File: config.mk
export PLATFORM = sky130hd
export DESIGN_NAME = param_updown_counter
export DESIGN_NICKNAME = d
export VERILOG_FILES = /design/src/rtl/counter_pkg.sv /design/src/rtl/count_prescaler.sv /design/src/rtl/param_updown_counter.sv
export SDC_FILE = /design/constraint.sdc
export NUM_CORES = 1
export LEC_CHECK = 0
export ABC_CLOCK_PERIOD_IN_PS = 1500
export CORE_AREA = 3 3 40 42
export CTS_CLUSTER_SIZE = 14
export DETAILED_ROUTE_END_ITERATION = 16
export DIE_AREA = 0 0 43 45
export SYNTH_ARGS = -nofsm -noshare
export SYNTH_HDL_FRONTEND = slang
export SYNTH_HIERARCHICAL = 1
export SYNTH_SLANG_ARGS = --single-unit
File: constraint.sdc
create_clock -name clk -period 1.5 [get_ports clk]
set_input_delay 0.3 -clock clk [delete_from_list [all_inputs] [get_ports clk]]
set_output_delay 0.3 -clock clk [all_outputs]
set_load 0.005 [all_outputs]
File: src/rtl/counter_pkg.sv
// rtl/counter_pkg.sv - shared constants and load-clamp helper for the up/down counter
package counter_pkg;

  localparam logic DIR_UP   = 1'b1;
  localparam logic DIR_DOWN = 1'b0;

  localparam int MODE_WRAP = 0;
  localparam int MODE_SAT  = 1;

  // Out-of-range load values land on the top of the count range.
  function automatic int unsigned clamp_load(input int unsigned val, input int unsigned modulus);
    return (val >= modulus) ? (modulus - 1) : val;
  endfunction

endpackage

File: src/rtl/count_prescaler.sv
// rtl/count_prescaler.sv - enable-gated prescaler producing one step per PRESCALE enabled cycles
module count_prescaler #(
  parameter int PRESCALE = 1
) (
  input  logic clk,
  input  logic rst,
  input  logic en,
  input  logic clr,
  output logic step
);

  if (PRESCALE <= 1) begin : g_bypass
    logic unused_ok;
    assign unused_ok = ^{clk, rst, clr};
    assign step = en;
  end else begin : g_count
    localparam int PW = $clog2(PRESCALE) + 1;
    localparam logic [PW-1:0] LAST = PW'(PRESCALE - 1);

    logic [PW-1:0] pcnt_q;
    logic [PW-1:0] pcnt_d;

    assign step = en && (pcnt_q == LAST);

    always_comb begin
      pcnt_d = pcnt_q;
      if (clr) begin
        pcnt_d = '0;
      end else if (en) begin
        pcnt_d = (pcnt_q == LAST) ? '0 : pcnt_q + PW'(1);
      end
    end

    always_ff @(posedge clk) begin
      if (rst) begin
        pcnt_q <= '0;
      end else begin
        pcnt_q <= pcnt_d;
      end
    end
  end

endmodule

File: src/rtl/param_updown_counter.sv
// rtl/param_updown_counter.sv - synchronous up/down modulo counter with load, prescale and wrap/saturate
module param_updown_counter
  import counter_pkg::*;
#(
  parameter int WIDTH    = 4,
  parameter int MODULUS  = 16,
  parameter int PRESCALE = 1,
  parameter int SATURATE = 0
) (
  input  logic             clk,
  input  logic             rst,
  input  logic             en,
  input  logic             up_dn,
  input  logic             load,
  input  logic [WIDTH-1:0] load_val,
  input  logic             clr_flags,
  output logic [WIDTH-1:0] q,
  output logic             tick,
  output logic             tc,
  output logic             ovf,
  output logic             unf
);

  if (MODULUS < 2 || MODULUS > (2 ** WIDTH)) begin : g_bad_modulus
    $error("param_updown_counter: MODULUS %0d outside 2..2**WIDTH", MODULUS);
  end
  if (PRESCALE < 1) begin : g_bad_prescale
    $error("param_updown_counter: PRESCALE %0d must be >= 1", PRESCALE);
  end

  localparam logic [WIDTH-1:0] MAX_VAL = WIDTH'(MODULUS - 1);

  logic [WIDTH-1:0] q_q, q_d;
  logic             tick_q, tick_d;
  logic             tc_q, tc_d;
  logic             ovf_q, ovf_d;
  logic             unf_q, unf_d;
  logic             step;

  count_prescaler #(
    .PRESCALE(PRESCALE)
  ) u_prescaler (
    .clk (clk),
    .rst (rst),
    .en  (en),
    .clr (load),
    .step(step)
  );

  // Flag clears are applied first so a same-cycle boundary event overrides them.
  always_comb begin
    q_d    = q_q;
    tick_d = 1'b0;
    tc_d   = 1'b0;
    ovf_d  = ovf_q;
    unf_d  = unf_q;

    if (clr_flags) begin
      ovf_d = 1'b0;
      unf_d = 1'b0;
    end

    if (load) begin
      q_d = WIDTH'(clamp_load(32'(load_val), unsigned'(MODULUS)));
    end else if (step) begin
      tick_d = 1'b1;
      if (up_dn == DIR_UP) begin
        if (q_q == MAX_VAL) begin
          tc_d  = 1'b1;
          ovf_d = 1'b1;
          if (SATURATE == MODE_WRAP) begin
            q_d = '0;
          end
        end else begin
          q_d = q_q + WIDTH'(1);
        end
      end else begin
        if (q_q == '0) begin
          tc_d  = 1'b1;
          unf_d = 1'b1;
          if (SATURATE == MODE_WRAP) begin
            q_d = MAX_VAL;
          end
        end else begin
          q_d = q_q - WIDTH'(1);
        end
      end
    end
  end

  always_ff @(posedge clk) begin
    if (rst) begin
      q_q    <= '0;
      tick_q <= 1'b0;
      tc_q   <= 1'b0;
      ovf_q  <= 1'b0;
      unf_q  <= 1'b0;
    end else begin
      q_q    <= q_d;
      tick_q <= tick_d;
      tc_q   <= tc_d;
      ovf_q  <= ovf_d;
      unf_q  <= unf_d;
    end
  end

  assign q    = q_q;
  assign tick = tick_q;
  assign tc   = tc_q;
  assign ovf  = ovf_q;
  assign unf  = unf_q;

endmodule

==> results.json <==
{
  "synth_edf_count": 0,
  "worst_pin_slew_ns": 0.251,
  "hold_end": "unf",
  "drv_cap": 0,
  "synth-seq-cells": 8,
  "clock_path_buffers": 2,
  "remaining_drc_errors": 0,
  "rr_startpoint": "q[1]",
  "vdd_ir_drop_max_uv": 295,
  "slew_viol_final": 0,
  "grt_setup_unrepaired": "true",
  "hp-start": "unf",
  "core_area_um2": 1280,
  "post-route-period-util_pct": 97.3,
  "r2r-end": "q[0]",
  "ant_nets": 0,
  "clk_latency_ns": 0.25,
  "worstPathArrival_ns": 1.16,
  "synthTopCellsByCount": "dfxtp_1 (8), a21oi_1 (7), inv_1 (6), nand2_1 (4)",
  "io_buffers": 17,
  "place_ws_ns": -0.163,
  "drive_above_1_share_pct": 28.0,
  "fp-row-count": 13,
  "leakage_nw": 0.319,
  "yosysWarnings": 6,
  "reg2reg_slack_ns": 0.06,
  "crit_family": "buffers and inverters",
  "finalCriticalPeriod_ns": 1.46,
  "cts_tree": "done",
  "min_path_type": "reg2reg",
  "crit_start": "q[1]",
  "grt_pass1_vias": 413,
  "worstPathBufferInverterCount": 1,
  "gp_congestion": 0.782,
  "grt_start_max_net_pins": 11,
  "dr_total_vias": 483,
  "hold_buffers": 0,
  "first_iter_violations": 2,
  "synth_top_area_share_pct": 35.7,
  "hold_viol_final": 0,
  "crit_path_start_kind": "flip-flop",
  "via_per_inst": 4.98,
  "ys_seq_area_share_pct": 35.7,
  "pin_count": 18,
  "synthesis.nets": 65,
  "syn_avg_cell_area_um2": 8.48,
  "grt_first_pass_wirelength_um": 1890,
  "syn_inst": 53,
  "power.total_uw": 571,
  "ys_types": 27,
  "setup_viol": 0,
  "syn_area_um2": 449,
  "synth.most_common_cell": "dfxtp_1",
  "die_x_um": 43,
  "fin_ws_ns": 0.0412,
  "nets": 96,
  "clock_skew_ns": 0.00194,
  "path_cells": "clkdlybuf4s50_1",
  "worstPathMaxFanout": 8,
  "numCtsBuffers": 3,
  "max-slew-margin-rel_pct": 83.3,
  "grtUsageTotal_pct": 13.5,
  "initial_core_util_pct": 35.0,
  "synth_top_area_cell": "dfxtp_1",
  "wl_um": 1170,
  "die_y_um": 45,
  "die_area_um2": 1940,
  "reg2reg_depth": 6,
  "critPathMaxStageDelay_ns": 0.52,
  "routedWlPerCell_um": 12.1,
  "synth.area.top_cells": "dfxtp_1 (36%), a21oi_1 (7.8%), ha_1 (5.6%)",
  "cts.sinks": 8,
  "fill_cells": 124,
  "areaGrowthSynthToFinish_pct": 72.7,
  "fmax_ghz": 0.686,
  "dp_hpwl_um": 899,
  "synth-async-reset-ratio_pct": 0,
  "antennaDiodeCount": 0,
  "grt_antenna_before_repair": 0,
  "outcome": "finished clean",
  "clk_pin_slew_ns": 0.06,
  "h-tree-depth": 1,
  "ys.flop_type": "dfxtp_1",
  "first_pass_iters": 3,
  "grt_overflow": 0,
  "cpMaxStageDelayCell": "clkdlybuf4s50_1",
  "p_per_area_nw_per_um2": 735,
  "end_kind": "output pin",
  "root_buffer": "clkbuf_4",
  "crit_type": "reg2out",
  "whs_path_depth": 2,
  "required_ns": 1.20
}
-- repair_timing --
action                     CTS  global route
setup buffers                0             2
gates resized for setup      4             8
setup endpoints to repair    4             5
gates cloned                 0             0
pin swaps                    0             2
-- worst max path at each step --
stage                end  slack, ns  cells past startpoint
detailed placement  q[0]      -0.16                      5
global placement    q[0]      -0.11                      5
finish              q[1]       0.04                      1
CTS                 q[2]      0.003                      1
floorplan           q[0]       0.11                      6
global route        q[0]      -0.01                      6
-- state kept, by name, indices dropped and copies added, names as in the netlist --
signal	flops
ovf	1
q	4
tc	1
tick	1
unf	1
-- placed cells by master (no fill, tap or decap), types with 2 or more instances in the layout --
master           count
clkdlybuf4s50_1     17
buf_4               10
a21oi_1              6
inv_1                5
dfxtp_1              4
nand2_1              3
clkbuf_4             3
dfxtp_4              3
o32ai_1              2
xnor2_1              2
nor2_1               2
nor3b_1              2
-- metrics by stage --
step	hold WS [ns]	cell area, µm²	TNS [ns]	std cells	util (%)
after detailed placement	0.478	694	-0.623	92	54.0
final	0.492	776	0	97	60.4
after global placement	0.472	694	-0.494	92	54.0
after CTS	0.487	722	0	95	56.2
after floorplan	0.369	449	0	53	-
after global routing	0.536	776	-0.0128	97	60.4
-- cells by family after synthesis --
group / count (synthesis) / synth area share, %
multiplexers: 2 / 4.74
AND/OR/NAND/NOR: 16 / 21.7
flip-flops: 8 / 35.7
buffers and inverters: 8 / 7.52
AO/OA/AOI/OAI: 15 / 20.9
adder cells (fa/ha/maj): 2 / 5.57
XOR/XNOR: 2 / 3.90
-- layer usage --
metal  vias to the layer above  wire length, µm  GRT usage (%)
met5                         -                0              0
met4                         0               10           7.23
met3                         2               74           3.98
met2                        16              563           20.1
met1                       215              523           17.5
li1                        250                -              -
-- final cells by class --
class / count / area [µm²] / share of cell area [%]
timing repair buffer: 28 / 265 / 34.2
multi-input combinational: 37 / 274 / 35.3
clock buffer: 3 / 22.5 / 2.90
tap: 15 / 18.8 / 2.42
sequential: 8 / 173 / 22.3
inverter: 6 / 22.5 / 2.90
-- power breakdown --
group          total, mW  leakage [nW]  switching [mW]  internal [mW]
sequential         0.240        0.0678          0.0157          0.224
clock              0.166        0.0138          0.0742         0.0916
combinational      0.165         0.237          0.0591          0.106
-- worst min-delay path, delay by kind of cell (launching register included) --
family	cells	cell delay, ns
buffers and inverters	1	0.05
DFF	1	0.31
AOI/OAI and AO/OA	1	0.08
Note: power is estimated with default switching activity, not from simulation.
